$ cat src/rtl/wqi_pkg.sv
// -----------------------------------------------------------------------------
// wqi_pkg
// Shared definitions for the water-quality acquisition slice.
//   - Sensor channel indices as seen on SENS_CH, and the channel count.
//   - Sequencer state encoding.
//   - Bit positions inside the {Exception, Overflow, Underflow} flag vector.
// -----------------------------------------------------------------------------
package wqi_pkg;

    localparam int NUM_CH = 6;

    localparam logic [2:0] CH_PH = 3'd0;
    localparam logic [2:0] CH_CA = 3'd1;
    localparam logic [2:0] CH_MG = 3'd2;
    localparam logic [2:0] CH_IR = 3'd3;
    localparam logic [2:0] CH_FL = 3'd4;
    localparam logic [2:0] CH_TB = 3'd5;

    typedef enum logic [2:0] {
        ST_IDLE,
        ST_REQ,
        ST_GAP,
        ST_SETTLE,
        ST_DONE
    } state_t;

    localparam int EXC_UNDERFLOW = 0;
    localparam int EXC_OVERFLOW  = 1;
    localparam int EXC_EXCEPTION = 2;

endpackage

$ cat src/rtl/wqi_period_timer.sv
// -----------------------------------------------------------------------------
// wqi_period_timer
// Free-running auto-trigger counter. While EN is high it counts 0..PERIOD-1
// and raises TICK for the single cycle in which it sits at PERIOD-1, then
// wraps to 0. Dropping EN returns the counter to 0, so re-enabling always
// gives a full period before the first tick.
//
// Ports:
//   CLK    in   system clock, rising edge
//   RESET  in   asynchronous, active-high reset
//   EN     in   count enable (AUTO_EN)
//   TICK   out  one-cycle trigger pulse
// -----------------------------------------------------------------------------
module wqi_period_timer #(
    parameter int unsigned SAMPLE_PERIOD = 100000
) (
    input  logic CLK,
    input  logic RESET,
    input  logic EN,
    output logic TICK
);

    localparam int CNT_W = $clog2(SAMPLE_PERIOD);
    localparam logic [CNT_W-1:0] CNT_LAST = CNT_W'(SAMPLE_PERIOD - 1);

    logic [CNT_W-1:0] cnt;

    // NOTE: state registers take the asynchronous reset in the sensitivity
    // list and are only ever updated with non-blocking assignments, so every
    // flop samples the pre-edge values of its neighbours.
    always_ff @(posedge CLK or posedge RESET) begin
        if (RESET) begin
            cnt <= '0;
        end else if (!EN || cnt == CNT_LAST) begin
            cnt <= '0;
        end else begin
            cnt <= cnt + 1'b1;
        end
    end

    assign TICK = EN && (cnt == CNT_LAST);

endmodule

$ cat src/rtl/wqi_acq_sequencer.sv
// -----------------------------------------------------------------------------
// wqi_acq_sequencer
// Runs one water-quality measurement cycle: reads the six normalised sensor
// values over the shared REQ/ACK sensor bus, presents them together to the
// WQI datapath, waits for the datapath and fuzzy pipeline to settle, then
// captures WQI, duty and exception status and pulses RESULT_VALID.
//
// Ports:
//   CLK, RESET            clock / asynchronous active-high reset
//   START, AUTO_EN        single-shot trigger / periodic trigger enable
//   SENS_REQ, SENS_CH     sensor read request and channel (0=PH .. 5=TB)
//   SENS_ACK, SENS_DATA   sensor data strobe and IEEE-754 sample
//   VN_PH .. VN_TB        registered, atomically updated datapath inputs
//   WQI_IN, DUTY_IN       WQI value and PWM duty from the processing chain
//   EXC_IN                {Exception, Overflow, Underflow}
//   WQI_OUT, DUTY_OUT     captured results
//   RESULT_VALID          one-cycle completion pulse
//   RESULT_ERR            OR of EXC_IN at capture
//   TIMEOUT_ERR           sticky handshake timeout, cleared on next run start
//   BUSY                  high whenever not IDLE
// -----------------------------------------------------------------------------
module wqi_acq_sequencer
    import wqi_pkg::*;
#(
    parameter int unsigned SETTLE_CYCLES  = 4,
    parameter int unsigned TIMEOUT_CYCLES = 256,
    parameter int unsigned SAMPLE_PERIOD  = 100000
) (
    input  logic        CLK,
    input  logic        RESET,
    input  logic        START,
    input  logic        AUTO_EN,
    output logic        SENS_REQ,
    output logic [2:0]  SENS_CH,
    input  logic        SENS_ACK,
    input  logic [31:0] SENS_DATA,
    output logic [31:0] VN_PH,
    output logic [31:0] VN_CA,
    output logic [31:0] VN_MG,
    output logic [31:0] VN_IR,
    output logic [31:0] VN_FL,
    output logic [31:0] VN_TB,
    input  logic [31:0] WQI_IN,
    input  logic [7:0]  DUTY_IN,
    input  logic [2:0]  EXC_IN,
    output logic [31:0] WQI_OUT,
    output logic [7:0]  DUTY_OUT,
    output logic        RESULT_VALID,
    output logic        RESULT_ERR,
    output logic        TIMEOUT_ERR,
    output logic        BUSY
);

    localparam int TO_W = $clog2(TIMEOUT_CYCLES);
    localparam int ST_W = $clog2(SETTLE_CYCLES + 1);
    localparam logic [TO_W-1:0] TO_LAST = TO_W'(TIMEOUT_CYCLES - 1);
    localparam logic [ST_W-1:0] ST_LAST = ST_W'(SETTLE_CYCLES - 1);

    state_t          state, state_nxt;
    logic [2:0]      channel;
    logic [TO_W-1:0] to_cnt;
    logic [ST_W-1:0] st_cnt;
    logic            pending;
    logic            tick;
    logic            trigger;
    logic            to_last;
    logic            st_last;

    // Channels 0..4 wait here until TB arrives; TB itself goes straight to
    // VN_TB on the same edge, so it needs no shadow slot.
    logic [31:0]     shadow [NUM_CH-1];

    wqi_period_timer #(
        .SAMPLE_PERIOD (SAMPLE_PERIOD)
    ) u_period_timer (
        .CLK   (CLK),
        .RESET (RESET),
        .EN    (AUTO_EN),
        .TICK  (tick)
    );

    // START and a tick in the same cycle merge into one trigger.
    assign trigger = START | tick;
    assign to_last = (to_cnt == TO_LAST);
    assign st_last = (st_cnt == ST_LAST);
    assign SENS_CH = channel;

    always_ff @(posedge CLK or posedge RESET) begin
        if (RESET) begin
            state <= ST_IDLE;
        end else begin
            state <= state_nxt;
        end
    end

    // NOTE: every signal written here gets a default before the case, so no
    // path leaves a value unassigned and no latch is inferred.
    always_comb begin
        state_nxt    = state;
        SENS_REQ     = 1'b0;
        BUSY         = 1'b1;
        RESULT_VALID = 1'b0;
        case (state)
            ST_IDLE: begin
                BUSY = 1'b0;
                if (trigger || pending) begin
                    state_nxt = ST_REQ;
                end
            end
            ST_REQ: begin
                SENS_REQ = 1'b1;
                if (SENS_ACK) begin
                    state_nxt = (channel == CH_TB) ? ST_SETTLE : ST_GAP;
                end else if (to_last) begin
                    state_nxt = ST_IDLE;
                end
            end
            ST_GAP: begin
                state_nxt = ST_REQ;
            end
            ST_SETTLE: begin
                if (st_last) begin
                    state_nxt = ST_DONE;
                end
            end
            ST_DONE: begin
                RESULT_VALID = 1'b1;
                state_nxt    = ST_IDLE;
            end
            default: begin
                state_nxt = ST_IDLE;
            end
        endcase
    end

    always_ff @(posedge CLK or posedge RESET) begin
        if (RESET) begin
            channel     <= CH_PH;
            to_cnt      <= '0;
            st_cnt      <= '0;
            pending     <= 1'b0;
            TIMEOUT_ERR <= 1'b0;
            VN_PH       <= '0;
            VN_CA       <= '0;
            VN_MG       <= '0;
            VN_IR       <= '0;
            VN_FL       <= '0;
            VN_TB       <= '0;
            WQI_OUT     <= '0;
            DUTY_OUT    <= '0;
            RESULT_ERR  <= 1'b0;
            // NOTE: the shadow array is only five words of flops, not a RAM,
            // so it is cleared with everything else to keep reset state fully
            // defined; a real memory would be left out of the reset.
            for (int i = 0; i < NUM_CH - 1; i++) begin
                shadow[i] <= '0;
            end
        end else begin
            // One-deep pending request: set by a trigger that arrives while
            // busy, consumed when IDLE launches the next run.
            if (state == ST_IDLE && state_nxt == ST_REQ) begin
                pending <= 1'b0;
            end else if (trigger && state != ST_IDLE) begin
                pending <= 1'b1;
            end

            case (state)
                ST_IDLE: begin
                    if (state_nxt == ST_REQ) begin
                        TIMEOUT_ERR <= 1'b0;
                        channel     <= CH_PH;
                        to_cnt      <= '0;
                    end
                end
                ST_REQ: begin
                    if (SENS_ACK) begin
                        if (channel == CH_TB) begin
                            // All six values reach the datapath on one edge.
                            VN_PH  <= shadow[0];
                            VN_CA  <= shadow[1];
                            VN_MG  <= shadow[2];
                            VN_IR  <= shadow[3];
                            VN_FL  <= shadow[4];
                            VN_TB  <= SENS_DATA;
                            st_cnt <= '0;
                        end else begin
                            shadow[channel] <= SENS_DATA;
                            channel         <= channel + 1'b1;
                        end
                    end else if (to_last) begin
                        // Aborted run: VN_* keep the last complete set.
                        TIMEOUT_ERR <= 1'b1;
                    end else begin
                        to_cnt <= to_cnt + 1'b1;
                    end
                end
                ST_GAP: begin
                    to_cnt <= '0;
                end
                ST_SETTLE: begin
                    if (st_last) begin
                        WQI_OUT    <= WQI_IN;
                        DUTY_OUT   <= DUTY_IN;
                        RESULT_ERR <= EXC_IN[EXC_EXCEPTION] | EXC_IN[EXC_OVERFLOW]
                                    | EXC_IN[EXC_UNDERFLOW];
                    end else begin
                        st_cnt <= st_cnt + 1'b1;
                    end
                end
                default: begin
                end
            endcase
        end
    end

endmodule

$ cat config.mk
export PLATFORM = sky130hd
export DESIGN_NAME = wqi_acq_sequencer
export DESIGN_NICKNAME = d
export VERILOG_FILES = /design/src/rtl/wqi_pkg.sv /design/src/rtl/wqi_period_timer.sv /design/src/rtl/wqi_acq_sequencer.sv
export SDC_FILE = /design/constraint.sdc
export NUM_CORES = 1
export LEC_CHECK = 0
export CAP_MARGIN = 20
export CORE_MARGIN = 2
export CORE_UTILIZATION = 30
export CTS_CLUSTER_DIAMETER = 30
export DETAILED_ROUTE_END_ITERATION = 10
export PLACE_DENSITY_LB_ADDON = 0.12
export SKIP_LAST_GASP = 1
export SYNTH_ARGS = -nofsm -noshare
export SYNTH_HDL_FRONTEND = slang
export SYNTH_SLANG_ARGS = --single-unit
$ cat constraint.sdc
create_clock -name CLK -period 22.5 [get_ports CLK]
set_input_delay 5.625 -clock CLK [delete_from_list [all_inputs] [get_ports CLK]]
set_output_delay 5.625 -clock CLK [all_outputs]
set_load 0.01 [all_outputs]
# Word level (Yosys, flattened, before mapping)
# Cells that the tools add are included.
# word_totals
register_bits	429
input_bits	80
output_inout_bits	240
# op_classes
eq_ne	17
n_addsub	4
order_cmp	2
bitwise	5
reduce_logical	20
muxes	31
# ops
op	n
$bwmux W160	1
$demux W32 S3	1
$mux W32	1
$mux W3	10
$mux W8	3
$pmux W8 S3	1
$add A17 B1 Y17 const B	1
$eq A17 B17 Y1 const B	1
$mux W17	1
$reduce_and A4 Y1	4
$ne A2 B2 Y1 const B	7
$pmux W3 S2	2
$pmux W3 S4	1
$eq A3 B2 Y1 const B	3
$mux W1	9
$add A8 B1 Y8 const B	1
$eq A8 B8 Y1 const B	1
$add A3 B1 Y3 const B	2
$eq A3 B1 Y1 const B	2
$eq A3 B3 Y1 const B	2
$reduce_and A3 Y1	2
$reduce_bool A2 Y1	3
$reduce_bool A3 Y1	2
$ge A4 B4 Y1 const B	1
11 further kinds	17

# Logic depth before layout (Yosys ltp)
# Gate-level depths: netlist of run 1.
# logic_depth
depth_word	9
ltp_mapped	9
ltp_nobuf	7

# Modules after synthesis
# A second synthesis of run 1 with hierarchy kept.
# hier_totals
cells_unflattened	1440
hier_area_um2	16510.8
# modules_own_cells
mod	cells_each	area_each_um2	seq_area_each_um2	instances
wqi_acq_sequencer	1350	15622.5	10309.9	1
wqi_period_timer	90	888.4	425.4	1

# Least setup slack after synthesis of run 1
# Ideal clock, no wire load.
# synth_path
kind	input-to-reg
from	input port SENS_ACK
to	register shadow[0] (netlist bit)
stages	6
arrival_ns	7.024
path_slack_ns	15.350
path_cell_list	buf_2 nand4bb_4 or4b_1 buf_2 buf_6 mux2_4
# synth_via
elab_chain_len	1
# synth_rtl
element	line	text
from (decl)	wqi_acq_sequencer.sv:35	input logic SENS_ACK,
$reduce_and A3 Y1 (no line)	n/a	
to (signal, indexed assignment)	wqi_acq_sequencer.sv:156	shadow[i] <= '0;
to (signal, indexed assignment)	wqi_acq_sequencer.sv:187	shadow[channel] <= SENS_DATA;
to (decl)	wqi_acq_sequencer.sv:71	logic [31:0] shadow [NUM_CH-1];
# No other way between the ends.
# A chain may end at the register's enable or synchronous reset.

==> results of run 1 <==
[layout make-up]
| cell class | instances | area [µm²] |
|---|---|---|
| inverters | 9 | 41.3 |
| multi-input cells | 924 | 5540 |
| well taps | 704 | 881 |
| clock buffers | 149 | 3230 |
| repair buffers | 330 | 3300 |
| fillers | 5137 | 30400 |
| clock inverters | 60 | 795 |
| flip-flops and latches | 429 | 10700 |
[cells in the mapped netlist, drive strengths merged, types with 6 or more instances]
library cell    n  share of area [%]
nand2         593                 13
dfrtp         429                 65
mux2          202                 14
clkbuf         51                1.2
nor2           30               0.68
buf            18               0.64
nand3          15               0.45
xor2           13               0.69
inv             9               0.20
ha              6               0.45
nand4           6               0.23
[per-stage QoR]
stage | area (µm²) | setup WS [ns] | cells
6_report | 24500 | 13.77 | 2605
5_1_grt | 24500 | 13.16 | 2605
4_1_cts | 24500 | 13.52 | 2605
3_5_place_dp | 20500 | 12.85 | 2396
3_3_place_gp | 20500 | 12.87 | 2395
2_1_floorplan | 16600 | 4.93 | 1431
[worst max-delay path: stages]
cell	delay, ns
clkdlybuf4s50_1	0.49
inv_8	0.66
buf_12	0.71
buf_4	0.79
buf_4	0.88
[flip-flops by register name (all words and copies together) (netlist names), 32 cells and up]
| register | count |
|---|---|
| VN_PH | 32 |
| WQI_OUT | 32 |
| VN_IR | 32 |
| VN_FL | 32 |
| VN_CA | 32 |
| VN_MG | 32 |
| shadow | 160 |
| VN_TB | 32 |
[metal layers]
| layer | track usage [%] | vias to the layer above | wire length [µm] |
|---|---|---|---|
| li1 | - | 5438 | - |
| met1 | 21.2 | 5815 | 20200 |
| met2 | 25.1 | 333 | 21200 |
| met3 | 5.92 | 86 | 3460 |
| met4 | 5.61 | 0 | 1100 |
| met5 | 0 | - | 0 |
[report_power, final]
| part | total (mW) | internal, mW | switching [mW] |
|---|---|---|---|
| Combinational | 0.686 | 0.407 | 0.279 |
| Clock | 1.66 | 1.19 | 0.474 |
| Sequential | 1.18 | 1.03 | 0.153 |
[cells in the final DEF (no fill, tap or decap), drive strengths merged, types with 13 or more instances in the layout]
master,instances
mux2,202
dfrtp,429
bufinv,17
nand2,593
clkbuf,149
clkinv,33
nor2,30
xor2,13
clkdlybuf4s50,319
nand3,15
[logic make-up (layout without fill, tap and decap cells)]
logic type	Yosys count	count (layout)	share of synthesized area (%)
compound gates	24	24	1.04
xor+xnor	15	15	0.793
fa+ha+maj	6	6	0.453
buf+inv	78	548	2.00
flops	429	429	64.8
mux	204	204	14.5
simple gates	675	675	16.4
[worst max-delay path by stage]
stage               startpoint                 endpoint  depth (start not counted)
floorplan                RESET  DUTY_OUT[0]$_DFFE_PP0P_                          1
global placement         RESET    VN_IR[13]$_DFFE_PP0P_                          5
detailed placement       RESET    VN_IR[13]$_DFFE_PP0P_                          5
CTS                      RESET    VN_IR[10]$_DFFE_PP0P_                          5
global route             RESET    VN_IR[10]$_DFFE_PP0P_                          5
finish                   RESET    VN_IR[10]$_DFFE_PP0P_                          5
==> reports/metrics.cfg, run 1 <==
[status]
status=finished clean

[critical_path]
timing.rr.end=VN_MG[12]$_DFFE_PP0P_
reg2reg_from=SENS_CH[0]$_DFFE_PP0P_
required_ns=23.09
rrSetupSlack_ns=19.52
worstPathMaxFanout=166
reg2regPathDepth=6
cp-start-kind=primary input
critPathCaptureType=asynchronous set/reset pin
crit_type=in2async
worst-endpoint-arrival_ns=9.33

[timing]
slew_violations=0
slew_headroom_pct=26.8
max_freq_mhz=115
rsz0062_at_grt=false
hold_viol_final=0
holdWs_ns=0.453
fin_crit_ns=8.73
tightest_slew_ns=1.10
setup_viol=0
setup_tns_ns=0
skew_ns=0.0199
period_share_pct=38.8

[clock_tree]
cts_buffer_depth=3
clk_pin_slew_ns=0.04
cts_made_buffers=111
post_cts_resize_count=0
cts_max_level=3
cts_root_buffer=clkbuf_16
clock_latency_ns=0.63
post_cts_buffers=0
cts_tree=built
numClockSinks=429
hold_buffers=0

[cells_and_area]
n_antenna_cell=0
nNetsFinal=1891
final_util_pct=44.7
drive_above_1_share_pct=21.9
areaGrowthSynthToFinish_pct=48.0

[power_and_ir_drop]
p_leak_nw=11.9
max-vdd-ir-drop_mv=0.0785
power.density_mw_per_mm2=144
finalPower_mw=3.53

[global_route]
grt_usage_pct=16.3
grt_pass1_vias=12400
grt_pass1_wl_um=72100
antenna_found_initial=0
grt_start_max_net_pins=167
overflow=0

[floorplanning]
row_count=86
dieArea_mm2=0.0571
initial_core_util_pct=30.2
core_mm2=0.0549
die_h_um=239
num_io_pins=320
fp.dieW_um=239

[flow_run]
cap_violations=0

[yosys]
synthArstFlopShare_pct=100
ys.warnings.count=0
synth_seq_cells=429
avgSynthCellArea_um2=11.6
synthDistinctLibCells=45
synth_area_mm2=0.0166
synth_edf_count=0
syn-num-nets=1517
synth_flop_cell=dfrtp_1
ys_seq_area_share_pct=64.8
synthCells=1431

[hold_path]
min_path_cells=2
min_path_type=reg2reg
whs_endpoint=VN_CA[28]$_DFFE_PP0P_
hold_start=shadow[124]$_DFFE_PP0P_

[place]
io_buffers=319
dp_hpwl_um=27800
gp_congestion=0.730

[drt]
totalWireLength_um=45900
drc=0
drt_first_pass_iters=4
ant_nets=0
wl_per_cell_um=17.6
drt_iter0_drc=563
viasPerCell=4.48
via_count=11700

Power figures use the tool's default switching activity.
==> inputs of run 2 (changes only) <==
clock period = 9.16 ns   (was 22.5 ns; I/O delays follow)
==> reports/metrics.cfg, run 2 (synthesis gave the netlist of run 1 again) <==
[drt]
drt_iter0_drc=577
totalWireLength_um=45300
via_count=11600
drc=0
viasPerCell=4.46
wl_per_cell_um=17.4
ant_nets=0
drt_first_pass_iters=8

[global_route]
grt_usage_pct=16.1
grt_pass1_vias=12200
antenna_found_initial=1
overflow=0
grt_start_max_net_pins=158
grt_pass1_wl_um=71300

[power_and_ir_drop]
max-vdd-ir-drop_mv=0.188
finalPower_mw=8.45
power.density_mw_per_mm2=347
p_leak_nw=11.8

[critical_path]
worst-endpoint-arrival_ns=2.28
crit_type=reg2out
required_ns=6.87
worstPathMaxFanout=10
cp-start-kind=register
rrSetupSlack_ns=6.38
reg2reg_from=SENS_CH[0]$_DFFE_PP0P_
reg2regPathDepth=6
timing.rr.end=VN_IR[12]$_DFFE_PP0P_
cp-startpoint=state[1]$_DFF_PP0_
cp-endpoint=SENS_REQ
critPathCaptureType=primary output

[cells_and_area]
areaGrowthSynthToFinish_pct=47.0
final_common_cell=nand2_1
mostFrequentLayoutCells=593 x nand2_1, 429 x dfrtp_1, 319 x clkdlybuf4s50_1
top_register=shadow
largest_reg_flops=160
multi_input_area_mm2=0.00554
register_area_mm2=0.0107
fillCellCount=5112
drive_above_1_share_pct=21.5
nNetsFinal=1892
n_antenna_cell=0

[floorplanning]
core_mm2=0.0549
initial_core_util_pct=30.2
die_h_um=239
num_io_pins=320
fp.dieW_um=239
dieArea_mm2=0.0571
row_count=86

[place]
gp_congestion=0.727
dp_hpwl_um=27700
io_buffers=319

[timing]
setup_tns_ns=0
rsz0062_at_grt=false
slew_violations=0
fin_crit_ns=4.57
skew_ns=0.0154
slew_headroom_pct=29.5
max_freq_mhz=219
period_share_pct=49.9
tightest_slew_ns=1.06
setup_viol=0
hold_viol_final=0
holdWs_ns=0.449

[status]
status=finished clean

[clock_tree]
cts_made_buffers=110
numClockSinks=429
hold_buffers=0
clk_pin_slew_ns=0.04
cts_max_level=3
post_cts_buffers=0
clock_latency_ns=0.62
cts_buffer_depth=3
post_cts_resize_count=0
cts_root_buffer=clkbuf_16
cts_tree=built

[hold_path]
min_path_type=reg2reg

[flow_run]
cap_violations=0

==> run 2: cell types whose count changed in the layout (fill, tap and decap cells not counted) <==
| cell | before | now |
|---|---|---|
| bufinv_16 | 17 | 11 |
| clkbuf_1 | 13 | 19 |
| clkinv_2 | 24 | 18 |
| clkbuf_8 | 20 | 25 |
| clkinv_4 | 8 | 3 |
| clkbuf_16 | 116 | 112 |
| clkinvlp_4 | 8 | 12 |
| inv_6 | 2 | 5 |
| buf_12 | 2 | 3 |
| buf_16 | 0 | 1 |
| inv_8 | 1 | 0 |
==> run 2: cell type report <==
class,count,area share (%)
clock buffer,156,13.2
clock inverter,49,2.42
inverter,9,0.154
multi-input combinational,924,22.7
sequential,429,44.1
tap,704,3.62
timing repair buffer,332,13.8
==> run 2: where the power goes <==
group,internal [mW],switching [mW]
Combinational,1.00,0.697
Sequential,2.53,0.361
Clock,2.72,1.14
Total,6.25,2.20
==> run 2: critical path, cell delays in order, from the launching register on <==
cell and delay [ns]:
dfrtp_1 0.50, nor2_1 0.14, nand2_1 0.19, inv_1 0.23
clkdlybuf4s50_1 0.60
==> run 2: routing by layer <==
| metal | GRT usage (%) | vias up | part of all wire (%) |
|---|---|---|---|
| met5 | 0 | - | 0 |
| met3 | 5.92 | 70 | 8.2 |
| met2 | 24.5 | 332 | 45 |
| met4 | 6.10 | 0 | 1.9 |
| met1 | 21.0 | 5772 | 45 |
| li1 | - | 5439 | - |
==> run 2: per-stage QoR <==
| stage | worst slack, ns | cell area (µm²) | instances | utilization [%] |
|---|---|---|---|---|
| after floorplan | 1.08 | 16600 | 1431 | - |
| after global placement | 3.95 | 20500 | 2396 | 37.3 |
| after detailed placement | 3.91 | 20500 | 2397 | 37.4 |
| after CTS | 4.53 | 24300 | 2602 | 44.3 |
| after global routing | 4.39 | 24300 | 2603 | 44.4 |
| final | 4.59 | 24300 | 2603 | 44.4 |
==> run 2: worst min path at each step <==
stage                            startpoint               endpoint  slack [ns]  cells past startpoint
detailed placement   shadow[88]$_DFFE_PP0P_  VN_MG[24]$_DFFE_PP0P_        0.45                      2
finish              shadow[100]$_DFFE_PP0P_   VN_CA[4]$_DFFE_PP0P_        0.45                      2
global route         shadow[85]$_DFFE_PP0P_  VN_MG[21]$_DFFE_PP0P_        0.47                      2
global placement    shadow[147]$_DFFE_PP0P_  VN_PH[19]$_DFFE_PP0P_        0.44                      2
CTS                 shadow[100]$_DFFE_PP0P_   VN_CA[4]$_DFFE_PP0P_        0.46                      2
floorplan           shadow[126]$_DFFE_PP0P_  VN_CA[30]$_DFFE_PP0P_        0.43                      2
==> inputs of run 3 (changes only) <==
clock period = 3.8 ns   (was 9.16 ns; I/O delays follow)
==> reports/metrics.cfg, run 3 (synthesis gave the netlist of run 1 again) <==
[status]
status=finished clean

[timing]
slew_headroom_pct=48.9
holdWs_ns=0.454
final.setup.worst_slack_ns=0.561
period_share_pct=85.2
slew_violations=0
hold_viol_final=0
fin_crit_ns=3.24
setup_tns_ns=0
max_freq_mhz=309
skew_ns=0.0228
rsz0062_at_grt=false
setup_viol=0
tightest_slew_ns=0.764

[place]
dp_hpwl_um=29000
io_buffers=319
pre_cts_slack_ns=0.564
gp_congestion=0.749

[floorplanning]
core_mm2=0.0549
row_count=86
num_io_pins=320
die_h_um=239
fp.dieW_um=239
dieArea_mm2=0.0571
initial_core_util_pct=30.2

[power_and_ir_drop]
finalPower_mw=21.3
p_leak_nw=12.1
power.density_mw_per_mm2=855
max-vdd-ir-drop_mv=0.432

[clock_tree]
clk_pin_slew_ns=0.04
cts_buffer_depth=3
cts_tree=built
post_cts_resize_count=0
cts_made_buffers=113
clock_latency_ns=0.65
cts_max_level=3
cts_root_buffer=clkbuf_16
hold_buffers=0
post_cts_buffers=0
numClockSinks=429

[cells_and_area]
fillCellCount=5146
n_antenna_cell=0
top_register=shadow
largest_reg_flops=160
mostFrequentLayoutCells=593 x nand2_1, 429 x dfrtp_1, 319 x clkdlybuf4s50_1
areaGrowthSynthToFinish_pct=50.4
drive_above_1_share_pct=22.9
final_common_cell=nand2_1
final_util_pct=45.4
nNetsFinal=1913

[drt]
drt_iter0_drc=532
via_count=11700
drt_first_pass_iters=4
totalWireLength_um=46200
wl_per_cell_um=17.6
ant_nets=0
drc=0
viasPerCell=4.46

[critical_path]
reg2reg_from=state[1]$_DFF_PP0_
worst-endpoint-arrival_ns=2.29
reg2regPathDepth=3
cp-startpoint=state[1]$_DFF_PP0_
worstPathMaxFanout=10
rrSetupSlack_ns=1.46
cp-start-kind=register
cp-endpoint=SENS_REQ
required_ns=2.85
crit_type=reg2out
timing.rr.end=shadow[17]$_DFFE_PP0P_
critPathCaptureType=primary output

[flow_run]
cap_violations=0

[hold_path]
min_path_type=reg2reg

[global_route]
grt_pass1_wl_um=72200
overflow=0
grt_usage_pct=16.4
grt_start_max_net_pins=109
grt_pass1_vias=12300
antenna_found_initial=0

## run 3: cell types whose count changed in the layout (fill, tap and decap cells not counted), moves of 2 or more
| cell | change |
|---|---|
| clkinvlp_4 | -6 |
| buf_4 | +13 |
| inv_6 | -5 |
| bufinv_16 | +8 |
| buf_12 | +6 |
| inv_16 | +3 |
| clkbuf_16 | +2 |
| clkbuf_1 | -7 |
| clkbuf_8 | +4 |
| clkinv_2 | +8 |
## run 3: how the worst min path moves through the flow
| stage | startpoint | to | slack, ns | cells after the start |
|---|---|---|---|---|
| 2_1_floorplan | shadow[126]$_DFFE_PP0P_ | VN_CA[30]$_DFFE_PP0P_ | 0.43 | 2 |
| 3_3_place_gp | shadow[149]$_DFFE_PP0P_ | VN_PH[21]$_DFFE_PP0P_ | 0.44 | 2 |
| 3_5_place_dp | shadow[47]$_DFFE_PP0P_ | VN_IR[15]$_DFFE_PP0P_ | 0.45 | 2 |
| 4_1_cts | shadow[43]$_DFFE_PP0P_ | VN_IR[11]$_DFFE_PP0P_ | 0.46 | 2 |
| 5_1_grt | shadow[157]$_DFFE_PP0P_ | VN_PH[29]$_DFFE_PP0P_ | 0.48 | 2 |
| 6_report | shadow[145]$_DFFE_PP0P_ | VN_PH[17]$_DFFE_PP0P_ | 0.45 | 2 |
## run 3: routing by layer
layer | routed length (µm) | track usage (%) | vias up | part of all wire (%)
met3 | 3530 | 5.73 | 76 | 7.6
met1 | 20400 | 20.9 | 5832 | 44
met2 | 21400 | 25.6 | 341 | 46
met5 | 0 | 0 | - | 0
li1 | - | - | 5481 | -
met4 | 998 | 6.23 | 0 | 2.2
## run 3: cell type report
type | instances | area (µm²) | area share (%)
Timing Repair Buffer | 350 | 3540 | 14.2
Tap cell | 704 | 881 | 3.54
Multi-Input combinational cell | 924 | 5540 | 22.2
Sequential cell | 429 | 10700 | 43.1
Clock inverter | 58 | 878 | 3.53
Inverter | 9 | 37.5 | 0.151
Clock buffer | 155 | 3300 | 13.2
## run 3: per-stage QoR
stage / instance area [µm²] / cells
2_1_floorplan: 16600 / 1431
3_3_place_gp: 20700 / 2416
3_5_place_dp: 20700 / 2416
4_1_cts: 24900 / 2629
5_1_grt: 24900 / 2629
6_report: 24900 / 2629
## run 3: report_power, final
group | switching, mW | total, mW | internal (mW)
clock network | 2.90 | 10.2 | 7.30
logic | 1.67 | 4.11 | 2.44
registers | 0.885 | 6.99 | 6.10
total | 5.45 | 21.3 | 15.8
## run 3: worst max-delay path: stages (launching register included)
cell and delay (ns):
dfrtp_1 0.50, nor2_1 0.14, nand2_1 0.17, inv_1 0.22, clkdlybuf4s50_1 0.62
